[config.mk]
export PLATFORM = sky130hd
export DESIGN_NAME = data_memory_arbiter_flat
export DESIGN_NICKNAME = d
export VERILOG_FILES = /design/src/rtl/data_memory_arbiter_if.sv /design/src/rtl/data_memory_arbiter.sv /design/src/flat_wrapper.sv
export SDC_FILE = /design/constraint.sdc
export NUM_CORES = 1
export LEC_CHECK = 0
export CORE_ASPECT_RATIO = 1.75
export CORE_MARGIN = 5
export CORE_UTILIZATION = 42
export DETAILED_ROUTE_END_ITERATION = 8
export GPL_TIMING_DRIVEN = 0
export HOLD_SLACK_MARGIN = 0.12
export PLACE_DENSITY = 0.86
export SYNTH_ARGS = -nofsm -noshare
export SYNTH_HDL_FRONTEND = slang
export SYNTH_SLANG_ARGS = --single-unit
[constraint.sdc]
create_clock -name clk -period 11.9 [get_ports clk]
set_input_delay 3.57 -clock clk [delete_from_list [all_inputs] [get_ports clk]]
set_output_delay 3.57 -clock clk [all_outputs]
set_load 0.1 [all_outputs]
[src/rtl/data_memory_arbiter_if.sv]
// Bundle of the two requester ports and the Data_Memory side of data_memory_arbiter.
// slave is the arbiter's view; master is the requesters plus the memory.
interface data_memory_arbiter_if;
    logic        p0_req_valid;
    logic        p0_req_ready;
    logic        p0_req_write;
    logic [31:0] p0_req_addr;
    logic [31:0] p0_req_wdata;
    logic        p0_rsp_valid;
    logic        p0_rsp_ready;
    logic [31:0] p0_rsp_rdata;
    logic        p0_rsp_err;

    logic        p1_req_valid;
    logic        p1_req_ready;
    logic        p1_req_write;
    logic [31:0] p1_req_addr;
    logic [31:0] p1_req_wdata;
    logic        p1_rsp_valid;
    logic        p1_rsp_ready;
    logic [31:0] p1_rsp_rdata;
    logic        p1_rsp_err;

    logic        mem_read;
    logic        mem_write;
    logic [31:0] mem_address;
    logic [31:0] mem_write_data;
    logic [31:0] mem_read_data;
    logic        busy;

    modport slave (
        input  p0_req_valid, p0_req_write, p0_req_addr, p0_req_wdata, p0_rsp_ready,
        input  p1_req_valid, p1_req_write, p1_req_addr, p1_req_wdata, p1_rsp_ready,
        input  mem_read_data,
        output p0_req_ready, p0_rsp_valid, p0_rsp_rdata, p0_rsp_err,
        output p1_req_ready, p1_rsp_valid, p1_rsp_rdata, p1_rsp_err,
        output mem_read, mem_write, mem_address, mem_write_data, busy
    );

    modport master (
        output p0_req_valid, p0_req_write, p0_req_addr, p0_req_wdata, p0_rsp_ready,
        output p1_req_valid, p1_req_write, p1_req_addr, p1_req_wdata, p1_rsp_ready,
        output mem_read_data,
        input  p0_req_ready, p0_rsp_valid, p0_rsp_rdata, p0_rsp_err,
        input  p1_req_ready, p1_rsp_valid, p1_rsp_rdata, p1_rsp_err,
        input  mem_read, mem_write, mem_address, mem_write_data, busy
    );
endinterface

[src/rtl/data_memory_arbiter.sv]
// Two-port arbiter/sequencer for Data_Memory: accept, one memory cycle, then hold the response.
// Define ARB_ROUND_ROBIN_EN for round-robin arbitration; otherwise port 0 has fixed priority.
module data_memory_arbiter #(
    parameter int unsigned MEMORY_SIZE = 4096
) (
    input logic                  clk,
    input logic                  reset,
    data_memory_arbiter_if.slave bus
);
    localparam logic [31:0] NumWords = 32'(MEMORY_SIZE / 4);

    typedef enum logic [1:0] {StIdle, StAccess, StResp} state_e;

    state_e      state_q;
    logic        port_q;
    logic        in_range_q;
    logic        err_q;
    logic [31:0] rdata_q;
    logic        p0_rsp_valid_q;
    logic        p1_rsp_valid_q;
    logic        mem_read_q;
    logic        mem_write_q;
    logic [31:0] mem_address_q;
    logic [31:0] mem_write_data_q;

    logic        any_req;
    logic        grant;
    logic        winner;
    logic        win_write;
    logic [29:0] win_word;
    logic [31:0] win_index;
    logic [31:0] win_wdata;
    logic        win_in_range;
    logic        rsp_taken;

`ifdef ARB_ROUND_ROBIN_EN
    // prio_q names the port that wins a tie: the one not granted last.
    logic prio_q;

    always_comb begin
        if (bus.p0_req_valid && bus.p1_req_valid) winner = prio_q;
        else                                      winner = bus.p1_req_valid;
    end
`else
    assign winner = !bus.p0_req_valid;
`endif

    assign any_req      = bus.p0_req_valid || bus.p1_req_valid;
    assign grant        = (state_q == StIdle) && any_req && !reset;
    assign win_write    = winner ? bus.p1_req_write : bus.p0_req_write;
    assign win_word     = winner ? bus.p1_req_addr[31:2] : bus.p0_req_addr[31:2];
    assign win_wdata    = winner ? bus.p1_req_wdata : bus.p0_req_wdata;
    assign win_index    = {2'b00, win_word};
    assign win_in_range = win_index < NumWords;
    assign rsp_taken    = port_q ? bus.p1_rsp_ready : bus.p0_rsp_ready;

    always_ff @(posedge clk or posedge reset) begin
        if (reset) begin
            state_q          <= StIdle;
            port_q           <= 1'b0;
            in_range_q       <= 1'b0;
            err_q            <= 1'b0;
            rdata_q          <= '0;
            p0_rsp_valid_q   <= 1'b0;
            p1_rsp_valid_q   <= 1'b0;
            mem_read_q       <= 1'b0;
            mem_write_q      <= 1'b0;
            mem_address_q    <= '0;
            mem_write_data_q <= '0;
`ifdef ARB_ROUND_ROBIN_EN
            prio_q           <= 1'b0;
`endif
        end else begin
            unique case (state_q)
                StIdle: begin
                    if (grant) begin
                        state_q          <= StAccess;
                        port_q           <= winner;
                        in_range_q       <= win_in_range;
                        mem_address_q    <= win_index;
                        mem_write_data_q <= win_wdata;
                        // Out-of-range requests never strobe the memory.
                        mem_read_q       <= !win_write && win_in_range;
                        mem_write_q      <= win_write && win_in_range;
`ifdef ARB_ROUND_ROBIN_EN
                        prio_q           <= !winner;
`endif
                    end
                end
                StAccess: begin
                    state_q          <= StResp;
                    rdata_q          <= mem_read_q ? bus.mem_read_data : 32'd0;
                    err_q            <= !in_range_q;
                    p0_rsp_valid_q   <= !port_q;
                    p1_rsp_valid_q   <= port_q;
                    mem_read_q       <= 1'b0;
                    mem_write_q      <= 1'b0;
                    mem_address_q    <= '0;
                    mem_write_data_q <= '0;
                end
                StResp: begin
                    if (rsp_taken) begin
                        state_q        <= StIdle;
                        rdata_q        <= '0;
                        err_q          <= 1'b0;
                        p0_rsp_valid_q <= 1'b0;
                        p1_rsp_valid_q <= 1'b0;
                    end
                end
                default: state_q <= StIdle;
            endcase
        end
    end

    assign bus.p0_req_ready   = grant && !winner;
    assign bus.p1_req_ready   = grant && winner;
    assign bus.p0_rsp_valid   = p0_rsp_valid_q;
    assign bus.p1_rsp_valid   = p1_rsp_valid_q;
    assign bus.p0_rsp_rdata   = p0_rsp_valid_q ? rdata_q : 32'd0;
    assign bus.p1_rsp_rdata   = p1_rsp_valid_q ? rdata_q : 32'd0;
    assign bus.p0_rsp_err     = p0_rsp_valid_q && err_q;
    assign bus.p1_rsp_err     = p1_rsp_valid_q && err_q;
    assign bus.mem_read       = mem_read_q;
    assign bus.mem_write      = mem_write_q;
    assign bus.mem_address    = mem_address_q;
    assign bus.mem_write_data = mem_write_data_q;
    assign bus.busy           = (state_q != StIdle);
endmodule
[src/flat_wrapper.sv]
// flat-port wrapper written by rule: the top's interface ports become plain ports
module data_memory_arbiter_flat 
#(
    parameter int unsigned MEMORY_SIZE = 4096
)
  (clk, reset, bus_p0_req_valid, bus_p0_req_write, bus_p0_req_addr, bus_p0_req_wdata, bus_p0_rsp_ready, bus_p1_req_valid, bus_p1_req_write, bus_p1_req_addr, bus_p1_req_wdata, bus_p1_rsp_ready, bus_mem_read_data, bus_p0_req_ready, bus_p0_rsp_valid, bus_p0_rsp_rdata, bus_p0_rsp_err, bus_p1_req_ready, bus_p1_rsp_valid, bus_p1_rsp_rdata, bus_p1_rsp_err, bus_mem_read, bus_mem_write, bus_mem_address, bus_mem_write_data, bus_busy);
  data_memory_arbiter_if bus_i ();
  input logic clk;
  input logic reset;
  input wire logic [$bits(bus_i.p0_req_valid)-1:0] bus_p0_req_valid;
  input wire logic [$bits(bus_i.p0_req_write)-1:0] bus_p0_req_write;
  input wire logic [$bits(bus_i.p0_req_addr)-1:0] bus_p0_req_addr;
  input wire logic [$bits(bus_i.p0_req_wdata)-1:0] bus_p0_req_wdata;
  input wire logic [$bits(bus_i.p0_rsp_ready)-1:0] bus_p0_rsp_ready;
  input wire logic [$bits(bus_i.p1_req_valid)-1:0] bus_p1_req_valid;
  input wire logic [$bits(bus_i.p1_req_write)-1:0] bus_p1_req_write;
  input wire logic [$bits(bus_i.p1_req_addr)-1:0] bus_p1_req_addr;
  input wire logic [$bits(bus_i.p1_req_wdata)-1:0] bus_p1_req_wdata;
  input wire logic [$bits(bus_i.p1_rsp_ready)-1:0] bus_p1_rsp_ready;
  input wire logic [$bits(bus_i.mem_read_data)-1:0] bus_mem_read_data;
  output wire logic [$bits(bus_i.p0_req_ready)-1:0] bus_p0_req_ready;
  output wire logic [$bits(bus_i.p0_rsp_valid)-1:0] bus_p0_rsp_valid;
  output wire logic [$bits(bus_i.p0_rsp_rdata)-1:0] bus_p0_rsp_rdata;
  output wire logic [$bits(bus_i.p0_rsp_err)-1:0] bus_p0_rsp_err;
  output wire logic [$bits(bus_i.p1_req_ready)-1:0] bus_p1_req_ready;
  output wire logic [$bits(bus_i.p1_rsp_valid)-1:0] bus_p1_rsp_valid;
  output wire logic [$bits(bus_i.p1_rsp_rdata)-1:0] bus_p1_rsp_rdata;
  output wire logic [$bits(bus_i.p1_rsp_err)-1:0] bus_p1_rsp_err;
  output wire logic [$bits(bus_i.mem_read)-1:0] bus_mem_read;
  output wire logic [$bits(bus_i.mem_write)-1:0] bus_mem_write;
  output wire logic [$bits(bus_i.mem_address)-1:0] bus_mem_address;
  output wire logic [$bits(bus_i.mem_write_data)-1:0] bus_mem_write_data;
  output wire logic [$bits(bus_i.busy)-1:0] bus_busy;
  assign bus_i.p0_req_valid = bus_p0_req_valid;
  assign bus_i.p0_req_write = bus_p0_req_write;
  assign bus_i.p0_req_addr = bus_p0_req_addr;
  assign bus_i.p0_req_wdata = bus_p0_req_wdata;
  assign bus_i.p0_rsp_ready = bus_p0_rsp_ready;
  assign bus_i.p1_req_valid = bus_p1_req_valid;
  assign bus_i.p1_req_write = bus_p1_req_write;
  assign bus_i.p1_req_addr = bus_p1_req_addr;
  assign bus_i.p1_req_wdata = bus_p1_req_wdata;
  assign bus_i.p1_rsp_ready = bus_p1_rsp_ready;
  assign bus_i.mem_read_data = bus_mem_read_data;
  assign bus_p0_req_ready = bus_i.p0_req_ready;
  assign bus_p0_rsp_valid = bus_i.p0_rsp_valid;
  assign bus_p0_rsp_rdata = bus_i.p0_rsp_rdata;
  assign bus_p0_rsp_err = bus_i.p0_rsp_err;
  assign bus_p1_req_ready = bus_i.p1_req_ready;
  assign bus_p1_rsp_valid = bus_i.p1_rsp_valid;
  assign bus_p1_rsp_rdata = bus_i.p1_rsp_rdata;
  assign bus_p1_rsp_err = bus_i.p1_rsp_err;
  assign bus_mem_read = bus_i.mem_read;
  assign bus_mem_write = bus_i.mem_write;
  assign bus_mem_address = bus_i.mem_address;
  assign bus_mem_write_data = bus_i.mem_write_data;
  assign bus_busy = bus_i.busy;
  data_memory_arbiter #(.MEMORY_SIZE(MEMORY_SIZE)) u_core (.clk(clk), .reset(reset), .bus(bus_i));
endmodule
==> impl_metrics.toml <==
[synth]
synth-seq-cells = 103
synthCells = 547
ys.flop_type = "dfrtp_1"
seq_area_frac_synth = 0.4675
yosys.cell_types.count = 38
synth_edf_count = 0
synthArstFlopShare = 1.000
syn_area_sq_um = 5513
ys_warn_count = 0
avgSynthCellArea_sq_um = 10.08

[grt]
grt_overflow = 0
grt_pass1_vias = 5909
grt_max_degree = 54
grt_util_all_layers = 0.2486
grt_pass1_wl_um = 31060
grt_antenna_before_repair = 0

[floorplan]
die_area_sq_um = 15610
die_y_um = 161.6
num_rows = 55
core_area_sq_um = 12940
pin_count = 305
die_x_um = 96.61
initial_core_util = 0.4261

[critical_path]
critPathMaxStageDelay_ns = 1.16
slowest_stage = "clkdlybuf4s50_1"
worst-path-stages = 4
cp.required_ns = 8.33
cpMostUsedCell = "clkdlybuf4s50_1"
worstRegToRegCells = 6
cp_top_family = "buffers and inverters"
critPathLaunchType = "input pin"
cp-end-kind = "output pin"
cp_num_buf_inv = 3
cp_cell_sequence = "clkdlybuf4s50_1, buf_2, and2_2, clkdlybuf4s50_1"
cp.arrival_ns = 5.82
crit_type = "input pin to output pin"
path_max_fanout = 10

[placement]
hpwl_um = 16460
gp_congestion = 0.8795
postPlaceCellArea_sq_um = 8743
io_buffer_count = 298
post-place-ws_ns = 2.530

[timing]
setup_tns_ns = 0
fmax_ghz = 0.1065
timing.final.ws_setup_ns = 2.510
hold_viol_final = 0
max_slew_margin = 0.2648
rsz0062_at_grt = "false"
clock_skew_ns = 0.01009
finalCritPeriodShare = 0.7891
post-route-min-period_ns = 9.391
slew_viol_final = 0
worst_pin_slew_ns = 1.099
setup_viol = 0

[job]
maxCapViolations = 0

[final_layout]
stdcell_area_sq_um = 9056
areaGrowthSynthToFinish_pct = 64.28
fin_nets = 1026
drive_gt1_frac = 0.1240
antenna_cells = 0

[run_status]
status = "finished clean"

[route]
drt-total-wl_um = 19740
vias = 5352
ant_nets = 0
drc = 0
drtIter0Drc = 149
wl_per_cell_um = 19.09
viasPerCell = 5.176
dr.pass1.iters = 5

[power_and_ir_drop]
power_leakage_uw = 0.003753
power_density_nw_per_um2 = 264.2
ir_worst_vdd_mv = 0.2558

[clock_tree]
ctsHtreeMaxLevel = 3
cts_inserted_buffers = 9
clock-sinks = 103
cts_buffer_depth = 2
worst_skew_pair.late_latency_ns = 0.35
clockRootBuffer = "clkbuf_16"
ctsResizeCount = 0
clk_transition_reported_paths_ns = 0.07
cts_tree = "yes"
cts_setup_buffers = 0
hold_buffers = 0

[hold_path]
hold_path_class = "flop to flop"
holdPathStages = 1
final timing paths:
kind                                                    start                                        to  slack [ns]
worst max-delay path                         bus_p0_req_valid                          bus_p0_req_ready        2.51
worst min-delay path            u_core.in_range_q$_DFFE_PP0P_                  u_core.err_q$_DFFE_PP0P_        0.48
worst max register to register  u_core.state_q[0]$_DFFE_PP0P_  u_core.bus.mem_write_data[2]$_DFFE_PP0P_       10.12
worst min register to register  u_core.in_range_q$_DFFE_PP0P_                  u_core.err_q$_DFFE_PP0P_        0.48
max in group asynchronous                               reset                  u_core.err_q$_DFFE_PP0P_        7.49
min in group asynchronous                               reset                 u_core.port_q$_DFFE_PP0P_        3.73
power breakdown:
part	switching (uW)	internal, uW	leakage (uW)
sequential	74.2	463	0.00132
clock	140	168	0.000154
combinational	1160	389	0.00227
total	1370	1020	0.00375
metal layers:
metal,global-route usage,vias to the layer above,wire (um)
met4,0.1086,0,760
met2,0.4723,265,10780
met3,0.05661,43,1317
li1,-,2510,-
met1,0.2567,2534,6885
met5,0,-,0
sequential cells by signal (all words and copies together), names as in the netlist, 2 cells and up:
register / count
u_core.bus.mem_address: 30
u_core.rdata_q: 32
u_core.state_q: 2
u_core.bus.mem_write_data: 32
synthesized netlist by cell type (2+ instances only):
| cell type | n | area share |
|---|---|---|
| buf_2 | 17 | 0.015 |
| and3_1 | 2 | 0.0023 |
| o21ai_0 | 6 | 0.0054 |
| nand3_1 | 7 | 0.0064 |
| buf_4 | 13 | 0.018 |
| nor4_1 | 10 | 0.011 |
| a211oi_1 | 9 | 0.012 |
| o21ai_1 | 34 | 0.031 |
| a211oi_2 | 48 | 0.11 |
| and2_1 | 67 | 0.076 |
| mux2i_1 | 63 | 0.11 |
| nor2_1 | 59 | 0.040 |
| nand2_1 | 70 | 0.048 |
| buf_1 | 2 | 0.0014 |
| clkbuf_1 | 14 | 0.0095 |
| inv_1 | 2 | 0.0014 |
| dfrtp_1 | 103 | 0.47 |
metrics by stage:
step | utilization | hold WS [ns] | std cells | total power (uW)
2_1_floorplan | - | 0.4270 | 548 | 1682
3_3_place_gp | 0.6735 | 0.4621 | 1017 | 2070
3_5_place_dp | 0.6758 | 0.4809 | 1018 | 2101
4_1_cts | 0.7000 | 0.4954 | 1034 | 2411
5_1_grt | 0.7000 | 0.5009 | 1034 | 2488
6_report | 0.7000 | 0.4845 | 1034 | 2393
logic make-up after synthesis:
| logic type | count (synthesis) | share of synthesized area |
|---|---|---|
| and+or+nand+nor | 225 | 0.1979 |
| buffers and inverters | 50 | 0.04744 |
| DFF | 103 | 0.4675 |
| AOI/OAI and AO/OA | 104 | 0.1700 |
| muxes | 64 | 0.1164 |
| other | 1 | 0.0006802 |
layout by cell type, fill, tap and decap left out, types with 3 or more instances in the layout:
| master | count |
|---|---|
| nor4_1 | 10 |
| dfrtp_1 | 103 |
| clkdlybuf4s50_1 | 298 |
| buf_2 | 17 |
| a211oi_1 | 9 |
| nand2_1 | 70 |
| a211oi_2 | 48 |
| o21ai_1 | 34 |
| mux2i_1 | 63 |
| nand3_1 | 7 |
| clkbuf_1 | 14 |
| o21ai_0 | 6 |
| clkbuf_16 | 9 |
| clkinv_4 | 3 |
| buf_4 | 13 |
| and2_1 | 67 |
| nor2_1 | 59 |
final cells by class:
type	count	area, sq um
Fill cell	990	3881
Sequential cell	103	2577
Inverter	3	13.76
Buffer	47	250.2
Clock inverter	7	87.58
Timing Repair Buffer	299	3010
Multi-Input combinational cell	395	2678
Clock buffer	9	225.2
Tap cell	171	214.0
Note: power is estimated with default switching activity, not from simulation.
